<file path="config.mk">
export PLATFORM = sky130hd
export DESIGN_NAME = rca_seq_ctrl
export DESIGN_NICKNAME = d
export VERILOG_FILES = /design/src/rtl/rca_seq_pkg.sv /design/src/rtl/rca_seq_ctrl_rca.sv /design/src/rtl/rca_seq_ctrl.sv
export SDC_FILE = /design/constraint.sdc
export NUM_CORES = 1
export LEC_CHECK = 0
export BUFFER_PORTS_ARGS = -buffer_cell sky130_fd_sc_hd__buf_2
export CAP_MARGIN = 30
export CORE_ASPECT_RATIO = 0.75
export CORE_MARGIN = 1
export CORE_UTILIZATION = 35
export CTS_CLUSTER_DIAMETER = 200
export CTS_CLUSTER_SIZE = 14
export DETAILED_ROUTE_END_ITERATION = 8
export RECOVER_POWER = 50
export SYNTH_ARGS = -nofsm -noshare
export SYNTH_HDL_FRONTEND = slang
export SYNTH_HIERARCHICAL = 1
export SYNTH_SLANG_ARGS = --single-unit
</file>
<file path="constraint.sdc">
create_clock -name clk -period 5.5 [get_ports clk]
set_input_delay 0.825 -clock clk [delete_from_list [all_inputs] [get_ports clk]]
set_output_delay 0.825 -clock clk [all_outputs]
set_load 0.03 [all_outputs]
</file>
<file path="src/rtl/rca_seq_pkg.sv">
// Shared types and helpers for the chunked RCA add sequencer.
package rca_seq_pkg;

   typedef enum logic [1:0] {
      IDLE = 2'd0,
      RUN  = 2'd1,
      DONE = 2'd2
   } state_e;

   function automatic int clog2(input int value);
      int result;
      result = 0;
      for (int i = 0; i < 31; i++) begin
         if ((32'sd1 << i) < value) begin
            result = i + 1;
         end else begin
            result = result;
         end
      end
      return result;
   endfunction

   // Chunk index needs at least one bit even when there is a single chunk.
   function automatic int idx_width(input int words);
      return (clog2(words) < 1) ? 1 : clog2(words);
   endfunction

endpackage

</file>
<file path="src/rtl/rca_seq_ctrl_rca.sv">
// Plain SIZE-bit ripple-carry adder; carry-in is tied low, full sum is SIZE+1 bits.
module rca #(
   parameter int SIZE = 8
) (
   input  logic [SIZE-1:0] a,
   input  logic [SIZE-1:0] b,
   output logic [SIZE:0]   sum
);

   logic [SIZE:0] carry_s;

   // Bit-serial full-adder chain.
   always_comb begin
      carry_s = {(SIZE+1){1'b0}};
      sum     = {(SIZE+1){1'b0}};
      for (int i = 0; i < SIZE; i++) begin
         sum[i]       = a[i] ^ b[i] ^ carry_s[i];
         carry_s[i+1] = (a[i] & b[i]) | (carry_s[i] & (a[i] ^ b[i]));
      end
      sum[SIZE] = carry_s[SIZE];
   end

endmodule

</file>
<file path="src/rtl/rca_seq_ctrl.sv">
// Multi-cycle wide adder: one SIZE-bit chunk per cycle through a shared RCA,
// LSB chunk first, with the inter-chunk carry held in a register.
module rca_seq_ctrl
   import rca_seq_pkg::*;
#(
   parameter int SIZE  = 8,
   parameter int WORDS = 4
) (
   input  logic                  clk,
   input  logic                  rst,
   input  logic                  in_valid,
   output logic                  in_ready,
   input  logic [SIZE*WORDS-1:0] a,
   input  logic [SIZE*WORDS-1:0] b,
   output logic                  out_valid,
   input  logic                  out_ready,
   output logic [SIZE*WORDS:0]   result,
   output logic                  overflow,
   output logic                  busy
);

   localparam int W     = SIZE * WORDS;
   localparam int IDX_W = idx_width(WORDS);
   localparam logic [IDX_W-1:0] LAST_IDX = IDX_W'(WORDS - 1);

   state_e           state_q, state_d;
   logic [IDX_W-1:0] idx_q, idx_d;
   logic             carry_q, carry_d;
   logic [W-1:0]     a_q, a_d;
   logic [W-1:0]     b_q, b_d;
   logic [W:0]       result_q, result_d;
   logic             overflow_q, overflow_d;
   logic             out_valid_q, out_valid_d;

   logic [SIZE-1:0]  a_chunk;
   logic [SIZE-1:0]  b_chunk;
   logic [SIZE:0]    rca_sum;
   logic [SIZE-1:0]  chunk_sum;
   logic             inc_co;
   logic             chunk_carry;

   assign a_chunk = a_q[idx_q*SIZE +: SIZE];
   assign b_chunk = b_q[idx_q*SIZE +: SIZE];

   rca #(.SIZE(SIZE)) u_rca (
      .a   (a_chunk),
      .b   (b_chunk),
      .sum (rca_sum)
   );

   // Fold the stored carry in after the RCA; the two carry sources are exclusive,
   // since a carry out of the RCA leaves at most 2^SIZE-2 in the low bits.
   always_comb begin
      {inc_co, chunk_sum} = {1'b0, rca_sum[SIZE-1:0]} + {{SIZE{1'b0}}, carry_q};
      chunk_carry         = rca_sum[SIZE] | inc_co;
   end

   // Next-state and datapath update for the sequencer FSM.
   always_comb begin
      state_d     = state_q;
      idx_d       = idx_q;
      carry_d     = carry_q;
      a_d         = a_q;
      b_d         = b_q;
      result_d    = result_q;
      overflow_d  = overflow_q;
      out_valid_d = out_valid_q;
      case (state_q)
         IDLE: begin
            if (in_valid) begin
               a_d        = a;
               b_d        = b;
               carry_d    = 1'b0;
               idx_d      = {IDX_W{1'b0}};
               result_d   = {(W+1){1'b0}};
               overflow_d = 1'b0;
               state_d    = RUN;
            end else begin
               state_d = IDLE;
            end
         end
         RUN: begin
            result_d[idx_q*SIZE +: SIZE] = chunk_sum;
            carry_d                      = chunk_carry;
            if (idx_q == LAST_IDX) begin
               result_d[W] = chunk_carry;
               overflow_d  = chunk_carry;
               out_valid_d = 1'b1;
               idx_d       = {IDX_W{1'b0}};
               state_d     = DONE;
            end else begin
               idx_d   = idx_q + 1'b1;
               state_d = RUN;
            end
         end
         DONE: begin
            if (out_ready) begin
               out_valid_d = 1'b0;
               state_d     = IDLE;
            end else begin
               state_d = DONE;
            end
         end
         default: begin
            out_valid_d = 1'b0;
            state_d     = IDLE;
         end
      endcase
   end

   // State and datapath registers with synchronous reset.
   always_ff @(posedge clk) begin
      if (rst) begin
         state_q     <= IDLE;
         idx_q       <= {IDX_W{1'b0}};
         carry_q     <= 1'b0;
         a_q         <= {W{1'b0}};
         b_q         <= {W{1'b0}};
         result_q    <= {(W+1){1'b0}};
         overflow_q  <= 1'b0;
         out_valid_q <= 1'b0;
      end else begin
         state_q     <= state_d;
         idx_q       <= idx_d;
         carry_q     <= carry_d;
         a_q         <= a_d;
         b_q         <= b_d;
         result_q    <= result_d;
         overflow_q  <= overflow_d;
         out_valid_q <= out_valid_d;
      end
   end

   assign in_ready  = (state_q == IDLE) && !rst;
   assign busy      = (state_q != IDLE);
   assign out_valid = out_valid_q;
   assign result    = result_q;
   assign overflow  = overflow_q;

endmodule

</file>
==> run_results.csv, run 1 <==
group,metric,value,unit
timing,finalSetupViolations,0,
place,dpl_worst_slack,861,ps
power,leakage,2.14,nW
clock_tree,cts.sinks,104,
floorplan,fp.dieH,100,um
job,max_cap_violations,1,
clock_tree,postCtsHoldBufs,0,
logic_synthesis,synth.top_cell.area_share,46.1,%
setup_path,startpoint_type,"flop",
global_route,grt_max_degree,72,
setup_path,cp_cell_sequence,"buf_4, mux4_2, ha_1, inv_1, fa_1, inv_1, fa_1, fa_1, fa_1, fa_1, fa_1, inv_1, fa_1, inv_1, nand4_1, o21bai_1, nand3_1, a211oi_1",
status,status,"finished, violations left",
final_layout,final_layout_size_suffix_gt1_share,18.7,%
logic_synthesis,synth_compound_area_share,14.4,%
logic_synthesis,synth_nets,589,
timing,relSlewSlack,-77.0,%
final_layout,nets,677,
floorplan,die_x,133,um
setup_path,rr_worst_depth,18,
hold_path,hold_depth,2,
clock_tree,root_buffer,"clkbuf_16",
setup_path,end_kind,"flop",
global_route,grt_pass1_vias,3619,
clock_tree,cts-buffers-inserted,9,
logic_synthesis,synth_top_area_cell,"dfxtp_1",
clock_tree,clock_latency,350,ps
setup_path,cp_num_buf_inv,5,
global_route,grt_overflow,0,
logic_synthesis,muxShareOfSynthArea,7.97,%
place,io_buffers,104,
timing,finalSetupTns,0,ps
logic_synthesis,netlist_area,4520,um2
setup_path,arrival,4930,ps
logic_synthesis,ys_types,34,
setup_path,crit_family,"adder cells",
clock_tree,tritoncts,"done",
place,hpwl,8.54,mm
logic_synthesis,synth.area.top_cells,"dfxtp_1 46%, nand2_1 11%, mux4_2 8.0%",
clock_tree,post_cts_resized,0,
detailed_routing,vias,3743,
timing,tightest_slew,2650,ps
floorplan,ios,105,
global_route,grt_antenna_before_repair,0,
logic_synthesis,ys_warn_count,6,
hold_path,hp-class,"reg2reg",
final_layout,diodes,0,
detailed_routing,drc_errors,0,
logic_synthesis,synth-simple-area-share,19.9,%
setup_path,cp.required,5760,ps
timing,final-hold-violation-count,0,
detailed_routing,via_per_inst,4.89,
timing,final_max_slew_viol_count,65,
logic_synthesis,yosysSeqAreaShare,46.1,%
logic_synthesis,async_reset_ff_share,0,%
power,ir_drop,0.210,mV
setup_path,crit_cells,18,
setup_path,path_class,"reg2reg",
timing,finClkSkew,8.09,ps
clock_tree,clk_pin_slew,70,ps
timing,fmax,0.215,GHz
logic_synthesis,syn_inst,506,
detailed_routing,wl_per_cell,15.3,um
logic_synthesis,ys_ff_latch,104,
global_route,grt_util_all_layers,18.3,%
logic_synthesis,synthAdderAreaFrac,5.32,%
logic_synthesis,synth_top_family_by_area,"simple AND/OR/NAND/NOR gates",
status,violations,"max-capacitance violations, max-slew violations",
timing,fin_crit,4660,ps
floorplan,start_util,36.3,%
setup_path,critPathMostFrequentCell,"fa_1",
clock_tree,ctsLongestPathBuffers,2,
setup_path,cpMaxStageDelayCell,"mux4_2",
timing,fin_crit_sh,84.8,%
floorplan,core_area,12400,um2
detailed_routing,ant_nets,0,
clock_tree,cts_setup_buffers,0,
setup_path,cp_slowest_stage_delay,510,ps
global_route,grt_pass1_wl,18.8,mm
clock_tree,cts_max_level,3,
floorplan,die_area,13400,um2
setup_path,cp_max_fo,8,
detailed_routing,dr.pass1.iters,5,
place,globalplace.congestion,0.818,
power,power_density,327,nW/um2
logic_synthesis,synth_xor_area_share,1.16,%
logic_synthesis,synth-main-ff-cell,"dfxtp_1",
logic_synthesis,synth_commonest_cells,"138 x nand2_1, 104 x dfxtp_1, 69 x a21oi_1, 27 x nor2_1, 22 x a22oi_1",
timing,rsz0062_at_grt,"no",
detailed_routing,drt_iter0_drc,195,
logic_synthesis,synth_edf_count,0,
logic_synthesis,synth.most_common_cell,"nand2_1",
logic_synthesis,syn_area_per_cell,8.93,um2
floorplan,rows,35,
timing,fin_ws,838,ps
detailed_routing,totalWireLength,11.7,mm
final_layout,area_delta_synth_final,20.3,%
==> final timing paths <==
path | endpoint | start | slack, ps
hold reg to reg | b_q[30] | b_q[30] | 460
hold / removal | b_q[30] | b_q[30] | 460
setup / recovery | result[32] | idx_q[0] | 840
setup reg to reg | result[32] | idx_q[0] | 840
==> registers in the layout, indices dropped and copies added (netlist names) <==
register / cells
result: 33
b_q: 32
a_q: 32
idx_q: 2
state_q: 2
overflow: 1
out_valid: 1
carry_q: 1
==> where the power goes <==
group / switching [W] / total [W] / internal, W
Sequential: 0.0000221 / 0.000808 / 0.000786
Clock: 0.000292 / 0.000741 / 0.000450
Combinational: 0.000140 / 0.000226 / 0.0000867
==> layout by cell type, fill, tap and decap left out, drive strengths merged, types with 4 or more instances in the layout <==
master	Yosys	final
a21o	4	4
a21oi	69	69
a22oi	22	22
and3	5	5
buf	22	75
clkbuf	12	45
dfxtp	104	104
fa	7	7
ha	8	8
inv	15	18
mux4	16	16
nand2	138	138
nand2b	7	7
nand3	4	4
nand3b	13	13
nor2	28	28
o21ai	13	13
==> layout make-up <==
cell class	instances	area (um2)
tap	166	208
multi-input combinational	353	2200
inverter	15	56.3
clock buffer	9	225
sequential	104	2080
clock inverter	7	124
fill	1274	7000
timing repair buffer	111	538
==> worst register-to-register path: cells and delay by family (launching register included) <==
family                     cells  cell delay (ps)
adders and majority gates      8             2680
muxes                          1              510
buffers and inverters          5              450
AOI/OAI and AO/OA              2              390
DFF                            1              330
and+or+nand+nor                2              220
==> cell families after synthesis <==
family | count (synthesis)
AO/OA/AOI/OAI | 114
XOR/XNOR | 6
adder cells (fa/ha/maj) | 15
buffers and inverters | 49
flip-flops | 104
multiplexers | 16
AND/OR/NAND/NOR | 202
==> per-stage QoR <==
stage | hold slack (ps) | util, % | power (W) | instance area, um2 | cells
detailed placement | 448 | 41.3 | 0.00105 | 5140 | 749
floorplan | 433 | - | 0.000976 | 4520 | 506
global route | 466 | 43.7 | 0.00185 | 5440 | 765
CTS | 458 | 44.1 | 0.00179 | 5490 | 765
global placement | 441 | 41.2 | 0.00105 | 5120 | 748
finish | 458 | 43.7 | 0.00178 | 5440 | 765
==> routing by layer <==
metal	part of all wire, %	up-vias	GRT usage, %
li1	-	1881	-
met1	49	1746	25.7
met4	0.96	0	5.16
met2	43	108	27.6
met3	7.2	8	4.95
met5	0	-	0
No activity file was read; power rests on OpenSTA's default activity.
==> run 2, diff against run 1 <==
ABC_AREA = 1   (was unset)
clock period = 3.8 ns   (was 5.5 ns; I/O delays follow)
==> run 2 against run 1 <==
The run ends with max-capacitance violations, max-slew violations, negative setup slack left; clock skew is 3.7 ps higher; final area is 7.5% higher; clock-buffer cell count stayed put; die area is 3.2% higher; first-iteration DRC count is 62% higher; global-route usage is 1.9 points higher; critical endpoint is now result[15].
==> run_results.csv, run 2 <==
group,metric,value,unit
status,status,"finished, violations left",
status,violations,"max-capacitance violations, max-slew violations, negative setup slack",
detailed_routing,via_per_inst,4.93,
logic_synthesis,ys_warn_count,6,
clock_tree,postCtsHoldBufs,0,
logic_synthesis,synth_top_area_cell,"dfxtp_1",
final_layout,finalNonFillerCells,921,
logic_synthesis,synth.top_cell.area_share,44.6,%
logic_synthesis,synth_commonest_cells,"187 x nor2_1, 104 x dfxtp_1, 99 x o21ai_0, 69 x nand2_1, 35 x a21oi_1",
final_layout,fin_area,5850,um2
setup_path,crit_family,"adder cells",
setup_path,r2r_end,"result[15]",
global_route,grt-busiest-layer,"met1",
logic_synthesis,syn_inst,640,
final_layout,area_delta_synth_final,25.3,%
logic_synthesis,async_reset_ff_share,0,%
timing,final_max_slew_viol_count,53,
setup_path,cp_num_buf_inv,5,
timing,relSlewSlack,-6.20,%
logic_synthesis,netlist_area,4670,um2
timing,final-hold-violation-count,0,
final_layout,layout_commonest_cell,"nor2_1",
clock_tree,cts_max_level,3,
global_route,gr-usage-met3,4.96,%
place,globalplace.congestion,0.889,
setup_path,path_class,"reg2reg",
floorplan,rows,36,
clock_tree,cts.sinks,104,
final_layout,nets,828,
timing,rsz0062_at_grt,"yes",
setup_path,cp.required,4080,ps
logic_synthesis,ys_ff_latch,104,
timing,fin_crit,4000,ps
timing,finalSetupViolations,10,
logic_synthesis,synth_nets,723,
detailed_routing,drt_iter0_drc,316,
floorplan,start_util,35.9,%
floorplan,fp.dieH,102,um
final_layout,final_layout_size_suffix_gt1_share,22.4,%
setup_path,r2r_start,"idx_q[1]",
hold_path,hp-start,"a[30]",
place,dpl_worst_slack,-407,ps
global_route,grt_antenna_before_repair,0,
detailed_routing,totalWireLength,13.4,mm
floorplan,die_x,135,um
clock_tree,ctsLongestPathBuffers,2,
clock_tree,root_buffer,"clkbuf_16",
detailed_routing,dr.pass1.iters,5,
place,hpwl,10.0,mm
setup_path,cp_max_fo,5,
logic_synthesis,synth_edf_count,0,
setup_path,critPathMostFrequentCell,"fa_2",
clock_tree,clk_pin_slew,70,ps
detailed_routing,wl_per_cell,14.6,um
final_layout,mostFrequentLayoutCells,"183 x nor2_1, 102 x dfxtp_1, 94 x o21ai_0",
global_route,grt_overflow,0,
logic_synthesis,synth.most_common_cell,"nor2_1",
final_layout,diodes,0,
power,ir_drop,0.311,mV
detailed_routing,vias,4538,
logic_synthesis,ys_types,32,
setup_path,cpMaxStageDelayCell,"fa_1",
final_layout,largest_register_ffs,33,
logic_synthesis,synthAdderAreaFrac,5.15,%
setup_path,reg2reg_setup_slack,-200,ps
place,placed_cell_area,5430,um2
setup_path,startpoint_type,"flop",
logic_synthesis,yosysSeqAreaShare,44.6,%
power,power_density,471,nW/um2
global_route,grt_max_degree,53,
timing,fin_ws,-197,ps
logic_synthesis,syn_area_per_cell,7.29,um2
clock_tree,cts-buffers-inserted,9,
final_layout,fill_cells,1315,
power,power.total,0.00275,W
setup_path,crit_start,"idx_q[1]",
floorplan,ios,105,
logic_synthesis,synth_compound_area_share,17.5,%
hold_path,worst_hold_path.endpoint,"a_q[30]",
timing,tightest_slew,1590,ps
global_route,grt_pass1_wl,21.5,mm
logic_synthesis,synth-simple-area-share,25.8,%
job,max_cap_violations,1,
setup_path,cp_slowest_stage_delay,410,ps
floorplan,die_area,13800,um2
global_route,grt_util_all_layers,20.2,%
detailed_routing,drc_errors,0,
timing,fmax,0.250,GHz
timing,finClkSkew,11.8,ps
place,io_buffers,104,
global_route,met2_usage,28.6,%
global_route,grt_util_met1,29.8,%
hold_path,hold_depth,3,
logic_synthesis,synth.area.top_cells,"dfxtp_1 45%, nor2_1 15%, o21ai_0 11%",
detailed_routing,ant_nets,0,
logic_synthesis,synth_top_family_by_area,"simple AND/OR/NAND/NOR gates",
logic_synthesis,synth-main-ff-cell,"dfxtp_1",
logic_synthesis,synth_xor_area_share,0.375,%
clock_tree,clock_latency,350,ps
setup_path,rr_worst_depth,19,
hold_path,hp-class,"in2reg",
clock_tree,tritoncts,"done",
setup_path,cp_cell_sequence,"clkinvlp_4, o21ai_2, o22ai_2, ha_2, inv_2, fa_2, inv_2, fa_2, fa_2, fa_2, fa_2, fa_2, inv_2, fa_1, inv_2, nand2_1, nand2_4, nand4_1, a21oi_2",
setup_path,end_kind,"flop",
power,leakage,2.36,nW
global_route,grt_pass1_vias,4301,
setup_path,arrival,4280,ps
place,dpl.cell_count,899,
floorplan,core_area,13000,um2
timing,fin_crit_sh,105,%
logic_synthesis,muxShareOfSynthArea,0,%
[run 2: worst max path at each step]
stage                  to  slack [ps]  cells past startpoint
5_1_grt        result[32]        -360                     21
2_1_floorplan  result[32]        -320                     24
3_5_place_dp   result[32]        -410                     21
6_report       result[15]        -200                     19
3_3_place_gp   result[32]        -340                     21
4_1_cts        result[32]        -230                     20
[run 2: per-layer routing]
layer	vias up	wire length (um)
met4	0	210
met2	131	5460
met1	2091	6940
li1	2297	-
met3	19	819
met5	-	0
[run 2: through the flow]
step                setup TNS, ps  utilization [%]  hold WS (ps)
finish                      -1320             44.9           465
CTS                         -1100             44.4           458
floorplan                   -2410                -           448
detailed placement          -3130             41.7           453
global route                -2980             44.9           485
global placement            -2160             41.7           452
[run 2: area by class of cell]
type                       count  area, um2  area share, %
multi-input combinational    466       2410           41.3
clock inverter                 7       53.8          0.920
timing repair buffer         131        712           12.2
tap                          171        214           3.66
clock buffer                   9        225           3.85
inverter                      33        138           2.35
sequential                   104       2090           35.7
[run 2: cell families after synthesis]
group	after synthesis
adders and majority gates	15
xor gates and xnor gates	2
DFF	104
buffers and inverters	70
and+or+nand+nor	292
AOI/OAI and AO/OA	157
[run 2: where the power goes]
part,switching [W],internal (W),leakage [nW]
registers,0.0000530,0.00116,0.856
logic,0.000417,0.000246,1.37
clock network,0.000429,0.000451,0.134
[run 2: what timing repair did]
action / CTS / global route
endpoints found under the setup margin: 11 / 11
pin swaps: 6 / 6
buffers inserted: 4 / 2
gates cloned: 0 / 0
resized for setup: 17 / 28
[run 2: tightest hold or removal path, stage by stage]
cell	delay, ps
buf_2	70
o21ai_0	70
nor2_1	70
